File: src/rtl/dsi_tx_sched_pkg.sv
// dsi_tx_sched_pkg: shared state/grant types and counter-width helper for the DSI TX scheduler
package dsi_tx_sched_pkg;
   typedef enum logic [3:0] {
      S_OFF, S_LANES_UP, S_CLK_UP, S_IDLE, S_SEND, S_FLUSH, S_GAP, S_CLK_DOWN, S_LANES_DOWN
   } sched_state_t;
   typedef enum logic {GNT_VID, GNT_CMD} grant_t;
   localparam int DATA_W = 32;
   localparam int STRB_W = 4;
   // Width of a counter that runs 0..n-1
   function automatic int cnt_w(input int n);
      return (n < 2) ? 1 : $clog2(n);
   endfunction
endpackage

File: src/rtl/dsi_tx_power_seq.sv
// dsi_tx_power_seq: lane/clock power-up and power-down sequencer with ready timeout
//   i_up_req / i_down_req      start power-up from OFF / power-down from IDLE
//   i_lines_ready/i_clock_ready  handshakes from the lane controller
//   o_lines_enable/o_clock_enable  power controls (decoded from registered state)
//   o_up_done  high the cycle the sequencer moves CLK_UP -> IDLE
//   o_off      sequencer is in OFF
//   o_timeout  1-cycle pulse when a ready wait expires (sequencer returns to OFF)
module dsi_tx_power_seq
   import dsi_tx_sched_pkg::*;
#(
   parameter int READY_TIMEOUT = 4096
) (
   input  logic i_clk_sys,
   input  logic i_rst_n,
   input  logic i_up_req,
   input  logic i_down_req,
   input  logic i_lines_ready,
   input  logic i_clock_ready,
   output logic o_lines_enable,
   output logic o_clock_enable,
   output logic o_up_done,
   output logic o_off,
   output logic o_timeout
);
   localparam int TW = cnt_w(READY_TIMEOUT);
   sched_state_t  r_state, w_next;
   logic [TW-1:0] r_cnt;
   logic          w_wait;
   assign w_wait = r_state inside {S_LANES_UP, S_CLK_UP, S_CLK_DOWN, S_LANES_DOWN};
   always_ff @(posedge i_clk_sys or negedge i_rst_n) begin
      if (!i_rst_n) begin
         r_state <= S_OFF;
         r_cnt   <= '0;
      end else begin
         r_state <= w_next;
         r_cnt   <= (w_next != r_state) ? '0 : r_cnt + TW'(w_wait);
      end
   end
   always_comb begin
      w_next    = r_state;
      o_up_done = 1'b0;
      o_timeout = 1'b0;
      case (r_state)
         S_OFF:        if (i_up_req) w_next = S_LANES_UP;
         S_LANES_UP:   if (i_lines_ready) w_next = S_CLK_UP;
         S_CLK_UP:     if (i_clock_ready) begin
                          w_next    = S_IDLE;
                          o_up_done = 1'b1;
                       end
         S_IDLE:       if (i_down_req) w_next = S_CLK_DOWN;
         S_CLK_DOWN:   if (!i_clock_ready) w_next = S_LANES_DOWN;
         S_LANES_DOWN: if (!i_lines_ready) w_next = S_OFF;
         default:      w_next = S_OFF;
      endcase
      // A ready arriving on the expiry cycle still wins over the timeout
      if (w_wait && w_next == r_state && r_cnt == TW'(READY_TIMEOUT - 1)) begin
         w_next    = S_OFF;
         o_timeout = 1'b1;
      end
   end
   assign o_lines_enable = r_state inside {S_LANES_UP, S_CLK_UP, S_IDLE, S_CLK_DOWN};
   assign o_clock_enable = r_state inside {S_CLK_UP, S_IDLE};
   assign o_off          = r_state == S_OFF;
endmodule

File: src/rtl/dsi_tx_scheduler.sv
// dsi_tx_scheduler: power sequencing, video/command arbitration and packet gap control
//   in front of the DSI lane controller (clk_sys domain).
//   Ports: i_enable, i_cfg_lanes_number; video and command sources (valid/data/strb/last in,
//   ready out, plus i_cmd_lpm); o_iface_* word interface with i_iface_data_rqst;
//   o_lines_enable/o_clock_enable with i_lines_ready/i_clock_ready; o_busy, o_err_underrun, o_err_timeout.
//   Optional macro IDLE_POWERDOWN_EN: power down after IDLE_TIMEOUT idle cycles in IDLE.
module dsi_tx_scheduler
   import dsi_tx_sched_pkg::*;
#(
   parameter int GAP_CYCLES    = 16,
   parameter int READY_TIMEOUT = 4096,
   parameter int IDLE_TIMEOUT  = 1024,
   parameter int STARVE_LIMIT  = 4
) (
   input  logic              i_clk_sys,
   input  logic              i_rst_n,
   input  logic              i_enable,
   input  logic [1:0]        i_cfg_lanes_number,
   input  logic              i_vid_valid,
   input  logic [DATA_W-1:0] i_vid_data,
   input  logic [STRB_W-1:0] i_vid_strb,
   input  logic              i_vid_last,
   output logic              o_vid_ready,
   input  logic              i_cmd_valid,
   input  logic [DATA_W-1:0] i_cmd_data,
   input  logic [STRB_W-1:0] i_cmd_strb,
   input  logic              i_cmd_last,
   output logic              o_cmd_ready,
   input  logic              i_cmd_lpm,
   output logic [DATA_W-1:0] o_iface_write_data,
   output logic [STRB_W-1:0] o_iface_write_strb,
   output logic              o_iface_write_rqst,
   output logic              o_iface_last_word,
   input  logic              i_iface_data_rqst,
   output logic              o_iface_lpm_en,
   output logic [1:0]        o_reg_lanes_number,
   output logic              o_lines_enable,
   output logic              o_clock_enable,
   input  logic              i_lines_ready,
   input  logic              i_clock_ready,
   output logic              o_busy,
   output logic              o_err_underrun,
   output logic              o_err_timeout
);
   localparam int GW = cnt_w(GAP_CYCLES);
   localparam int SW = cnt_w(STARVE_LIMIT + 1);
   sched_state_t      r_state, w_next;
   grant_t            r_gnt, w_gnt;
   logic [GW-1:0]     r_gap;
   logic [SW-1:0]     r_starve;
   logic [DATA_W-1:0] r_data, w_src_data;
   logic [STRB_W-1:0] r_strb, w_src_strb;
   logic [1:0]        r_lanes;
   logic r_rqst, r_last, r_lpm, r_en_d, r_err_ur, r_err_to;
   logic w_src_valid, w_src_last, w_any, w_down, w_pop, w_load, w_grant, w_under, w_clr;
   logic w_up_req, w_up_done, w_pwr_off, w_timeout, w_idle_to;
   dsi_tx_power_seq #(.READY_TIMEOUT(READY_TIMEOUT)) u_pwr (
      .i_clk_sys      (i_clk_sys),
      .i_rst_n        (i_rst_n),
      .i_up_req       (w_up_req),
      .i_down_req     (r_state == S_IDLE && w_down),
      .i_lines_ready  (i_lines_ready),
      .i_clock_ready  (i_clock_ready),
      .o_lines_enable (o_lines_enable),
      .o_clock_enable (o_clock_enable),
      .o_up_done      (w_up_done),
      .o_off          (w_pwr_off),
      .o_timeout      (w_timeout)
   );
`ifdef IDLE_POWERDOWN_EN
   localparam int IW = cnt_w(IDLE_TIMEOUT);
   logic [IW-1:0] r_idle;
   logic          r_auto_off;
   assign w_idle_to = r_state == S_IDLE && !w_any && r_idle == IW'(IDLE_TIMEOUT - 1);
   // After an idle power-down, stay off until a source has something to send
   assign w_up_req  = i_enable && !r_err_to && (!r_auto_off || w_any);
   always_ff @(posedge i_clk_sys or negedge i_rst_n) begin
      if (!i_rst_n) begin
         r_idle     <= '0;
         r_auto_off <= 1'b0;
      end else begin
         r_idle     <= (r_state == S_IDLE && !w_any) ? r_idle + IW'(1) : '0;
         r_auto_off <= w_idle_to || (r_auto_off && i_enable && !(w_pwr_off && w_any));
      end
   end
`else
   assign w_idle_to = 1'b0;
   assign w_up_req  = i_enable && !r_err_to;
`endif
   // A timeout leaves the link off until enable is toggled, which also clears the error
   assign w_clr       = i_enable && !r_en_d;
   assign w_any       = i_vid_valid || i_cmd_valid;
   assign w_down      = !i_enable || w_idle_to;
   assign w_gnt       = (r_state != S_IDLE) ? r_gnt :
                        (i_cmd_valid && (!i_vid_valid || r_starve == SW'(STARVE_LIMIT))) ? GNT_CMD : GNT_VID;
   assign w_src_valid = (w_gnt == GNT_CMD) ? i_cmd_valid : i_vid_valid;
   assign w_src_last  = (w_gnt == GNT_CMD) ? i_cmd_last  : i_vid_last;
   assign w_src_data  = (w_gnt == GNT_CMD) ? i_cmd_data  : i_vid_data;
   assign w_src_strb  = (w_gnt == GNT_CMD) ? i_cmd_strb  : i_vid_strb;
   assign w_grant     = r_state == S_IDLE && !w_down && w_any;
   assign w_pop       = w_grant || (r_state == S_SEND && i_iface_data_rqst && w_src_valid) ||
                        (r_state == S_FLUSH && w_src_valid);
   assign w_load      = w_pop && r_state != S_FLUSH;
   assign w_under     = r_state == S_SEND && i_iface_data_rqst && !w_src_valid;
   always_comb begin
      w_next = r_state;
      case (r_state)
         S_OFF:   if (w_up_done) w_next = S_IDLE;
         S_IDLE:  if (w_down) w_next = S_OFF;
                  else if (w_any) w_next = w_src_last ? S_GAP : S_SEND;
         S_SEND:  if (w_under) w_next = S_FLUSH;
                  else if (w_load && w_src_last) w_next = S_GAP;
         S_FLUSH: if (w_pop && w_src_last) w_next = S_GAP;
         S_GAP:   if (r_gap == GW'(GAP_CYCLES - 1)) w_next = S_IDLE;
         default: w_next = S_OFF;
      endcase
   end
   always_ff @(posedge i_clk_sys or negedge i_rst_n) begin
      if (!i_rst_n) begin
         r_state  <= S_OFF;
         r_gnt    <= GNT_VID;
         r_gap    <= '0;
         r_starve <= '0;
         r_data   <= '0;
         r_strb   <= '0;
         r_rqst   <= 1'b0;
         r_last   <= 1'b0;
         r_lpm    <= 1'b0;
         r_en_d   <= 1'b0;
         r_err_ur <= 1'b0;
         r_err_to <= 1'b0;
         r_lanes  <= '0;
      end else begin
         r_state  <= w_next;
         r_gnt    <= w_gnt;
         r_gap    <= (r_state == S_GAP) ? r_gap + GW'(1) : '0;
         r_rqst   <= w_grant;
         r_last   <= w_load ? w_src_last : w_under;
         r_en_d   <= i_enable;
         r_err_ur <= (r_err_ur && !w_clr) || w_under;
         r_err_to <= (r_err_to && !w_clr) || w_timeout;
         if (w_load || w_under) begin
            r_data <= w_load ? w_src_data : '0;
            r_strb <= w_load ? w_src_strb : '0;
         end
         if (w_grant) begin
            r_lpm    <= (w_gnt == GNT_CMD) && i_cmd_lpm;
            r_starve <= (w_gnt == GNT_CMD) ? '0 :
                        (i_cmd_valid && r_starve != SW'(STARVE_LIMIT)) ? r_starve + SW'(1) : r_starve;
         end
         if (w_pwr_off) r_lanes <= i_cfg_lanes_number;
      end
   end
   assign o_vid_ready        = w_pop && w_gnt == GNT_VID;
   assign o_cmd_ready        = w_pop && w_gnt == GNT_CMD;
   assign o_iface_write_data = r_data;
   assign o_iface_write_strb = r_strb;
   assign o_iface_write_rqst = r_rqst;
   assign o_iface_last_word  = r_last;
   assign o_iface_lpm_en     = r_lpm;
   assign o_reg_lanes_number = r_lanes;
   assign o_busy             = !w_pwr_off && r_state != S_IDLE;
   assign o_err_underrun     = r_err_ur;
   assign o_err_timeout      = r_err_to;
endmodule
File: config.mk
export PLATFORM = sky130hd
export DESIGN_NAME = dsi_tx_scheduler
export DESIGN_NICKNAME = d
export VERILOG_FILES = /design/src/rtl/dsi_tx_sched_pkg.sv /design/src/rtl/dsi_tx_power_seq.sv /design/src/rtl/dsi_tx_scheduler.sv
export SDC_FILE = /design/constraint.sdc
export NUM_CORES = 1
export LEC_CHECK = 0
export ABC_AREA = 1
export CAP_MARGIN = 40
export CORE_AREA = 2 2 97 99
export DETAILED_ROUTE_END_ITERATION = 8
export DIE_AREA = 0 0 99 101
export GPL_TIMING_DRIVEN = 0
export HOLD_SLACK_MARGIN = 0.06
export PLACE_DENSITY = 0.89
export REMOVE_ABC_BUFFERS = 1
export SYNTH_ARGS = -nofsm -noshare
export SYNTH_HDL_FRONTEND = slang
export SYNTH_SLANG_ARGS = --single-unit
File: constraint.sdc
create_clock -name i_clk_sys -period 4.7 [get_ports i_clk_sys]
set_input_delay 0.94 -clock i_clk_sys [delete_from_list [all_inputs] [get_ports i_clk_sys]]
set_output_delay 0.94 -clock i_clk_sys [all_outputs]
set_load 0.02 [all_outputs]
==> reports/results.tsv <==
metric	value	unit
coreArea	0.008977	sq mm
die_y	101	um
maxCapViolCount	0	
clkLatencyLatePin	0.34	ns
antenna_cells	0	
pin_count	133	
register_area	0.001777	sq mm
nets	686	
dp_cells	696	
path_class	in -> out	
cp.required	3.76	ns
min_period	4.227	ns
finalHoldViolCount	0	
cts_max_level	3	
crit_slowest_cell	clkdlybuf4s50_1	
path_buf_inv	4	
cpLargestDelayFamily	buffers and inverters	
fin_total_pwr	3.055	mW
fin_skew	0.01208	ns
grt_use_total	20.59	%
critPathMaxFanout	45	
cts_made_buffers	9	
worst_pin_slew	0.7131	ns
vias_per_cell	5.124	
post_cts_buffers	0	
syn_to_final_growth	40.77	%
yosysTopAreaCell	dfrtp_1	
finalSetupTns	0	ns
dp_hpwl	7.298	mm
grt_max_degree	46	
hold_buffers	0	
wire_per_inst	13.83	um
peakVddDrop	233.5	uV
drt_iter0_drc	146	
rrSetupSlack	2.06	ns
start_kind	primary input	
final_antenna_net_count	0	
fmax	236.6	MHz
antenna_found_initial	0	
vias	3648	
fin_cells	712	
grt_pass1_vias	3723	
slowest_delay	0.63	ns
portBuffers	132	
cts_buffer_depth	2	
synth_enable_flop_cells	0	
ys_seq_area_share	45.41	%
synth-main-ff-cell	dfrtp_1	
setup_violations	0	
worstPathCellList	clkdlybuf4s50_1 > inv_1 > nor2_1 > nand2_1 > nand2_4 > inv_2 > nor2_1 > clkdlybuf4s50_1	
dr.pass1.iters	7	
grt_overflow	0	
drive_gt1_share	13.14	%
avgSynthCellArea	8.360	sq um
power.leakage	2.468	nW
ys_ff_latch	71	
die_x	99	um
power_density	554.6	mW/mm^2
die_area	0.009999	sq mm
place_worst_setup_slack	0.1019	ns
synth_top_area_share	45.41	%
crit_arrival	3.29	ns
slew-limit-headroom	52.41	%
grt_pass1_wl	16.66	mm
yosys-top-cells-area	dfrtp_1, o211ai_1, inv_1	
yosys_warnings	0	
drv_slew	0	
crit_path_end_kind	output pin	
root_buffer	clkbuf_8	
drc	0	
wl	9.847	mm
synth_common_cells	dfrtp_1, inv_1, nand2_1	
synthCells	468	
synth_async_sr_flop_share	100.0	%
hp-class	reg -> reg	
rows	35	
ctsResizeCount	0	
post-route-period-util	89.94	%
synthesis.area	0.003913	sq mm
setup_slack	0.4727	ns
place_congestion	0.9799	
multi_input_area	0.001758	sq mm
synth_cell_types	35	
rsz0062_at_grt	false	
cts_sinks	71	
initial_core_util	43.58	%
status	finished, final reports clean	
fill_cells	729	
cts_tree	yes	
clk_pin_slew	0.07	ns
==> layer usage <==
layer / part of all wire, % / GRT usage (%) / vias to the layer above
li1: - / - / 1781
met4: 2.1 / 6.849 / 0
met2: 49 / 36.54 / 145
met1: 41 / 23.51 / 1705
met5: 0 / 0 / -
met3: 7.7 / 6.588 / 17
==> worst paths after layout <==
path | startpoint | endpoint | depth (start not counted)
hold reg to reg | r_gap[0] | r_gap[0] | 1
setup / recovery | i_cmd_valid | o_cmd_ready | 8
setup reg to reg | r_starve[0] | o_iface_write_data[1] | 11
max in group asynchronous | i_rst_n | o_iface_write_data[9] | 2
hold / removal | r_gap[0] | r_gap[0] | 1
min in group asynchronous | i_rst_n | r_gnt | 1
==> layout make-up <==
class	instances	share of cell area, %
sequential	71	32.26
multi-input combinational	304	31.92
timing repair buffer	133	24.31
inverter	77	5.248
tap	111	2.522
clock buffer	10	2.499
clock inverter	6	1.249
==> registers in the layout, indices dropped and copies added (netlist names), 2 cells and up <==
signal / cells
o_iface_write_strb: 4
u_pwr.r_state: 4
u_pwr.r_cnt: 12
r_gap: 4
o_iface_write_data: 32
r_starve: 3
r_state: 3
o_reg_lanes_number: 2
==> stage by stage <==
step / instance area, sq um / util [%] / hold WS [ns]
after CTS: 5503 / 61.30 / 0.4825
after floorplan: 3819 / - / 0.4321
after detailed placement: 5296 / 59.00 / 0.4546
after global placement: 5279 / 58.80 / 0.4445
final: 5508 / 61.35 / 0.4803
after global routing: 5508 / 61.35 / 0.5046
==> logic make-up (layout without fill, tap and decap cells) <==
family | count (synthesis) | in the layout | share of synthesized area [%]
xor gates and xnor gates | 11 | 11 | 2.462
adders and majority gates | 5 | 5 | 1.599
muxes | 2 | 2 | 0.5756
buffers and inverters | 93 | 226 | 9.786
DFF | 71 | 71 | 45.41
AOI/OAI and AO/OA | 91 | 91 | 14.39
and+or+nand+nor | 195 | 195 | 25.78
==> worst register-to-register path: stages, from the launching register on <==
cell and delay [ns]:
dfrtp_1 0.36, inv_1 0.07, ha_1 0.21, nand2_1 0.06, nand2_1 0.04, nand2_1 0.12, nand2_4 0.28, nand2_2 0.19
nand2_1 0.08, nand2_2 0.13, nand3_2 0.57, o21ai_0 0.43
==> power by group <==
group,internal (mW),leakage (nW),switching [mW]
sequential,0.830,0.907,0.140
clock,0.262,0.103,0.240
combinational,0.660,1.46,0.921
total,1.75,2.47,1.30
==> layout by cell type (no fill, tap or decap), drive strengths merged, types with 2 or more instances in the layout <==
cell,n
o211ai,36
or2,36
inv,77
nor3,16
xor2,6
clkdlybuf4s50,131
xnor2,5
ha,5
buf,2
dfrtp,71
nand3,31
clkinv,4
nor2,37
nand4,5
a21oi,4
clkbuf,10
o21ai,47
mux2,2
nand2,68
(Power assumes the default switching activity.)
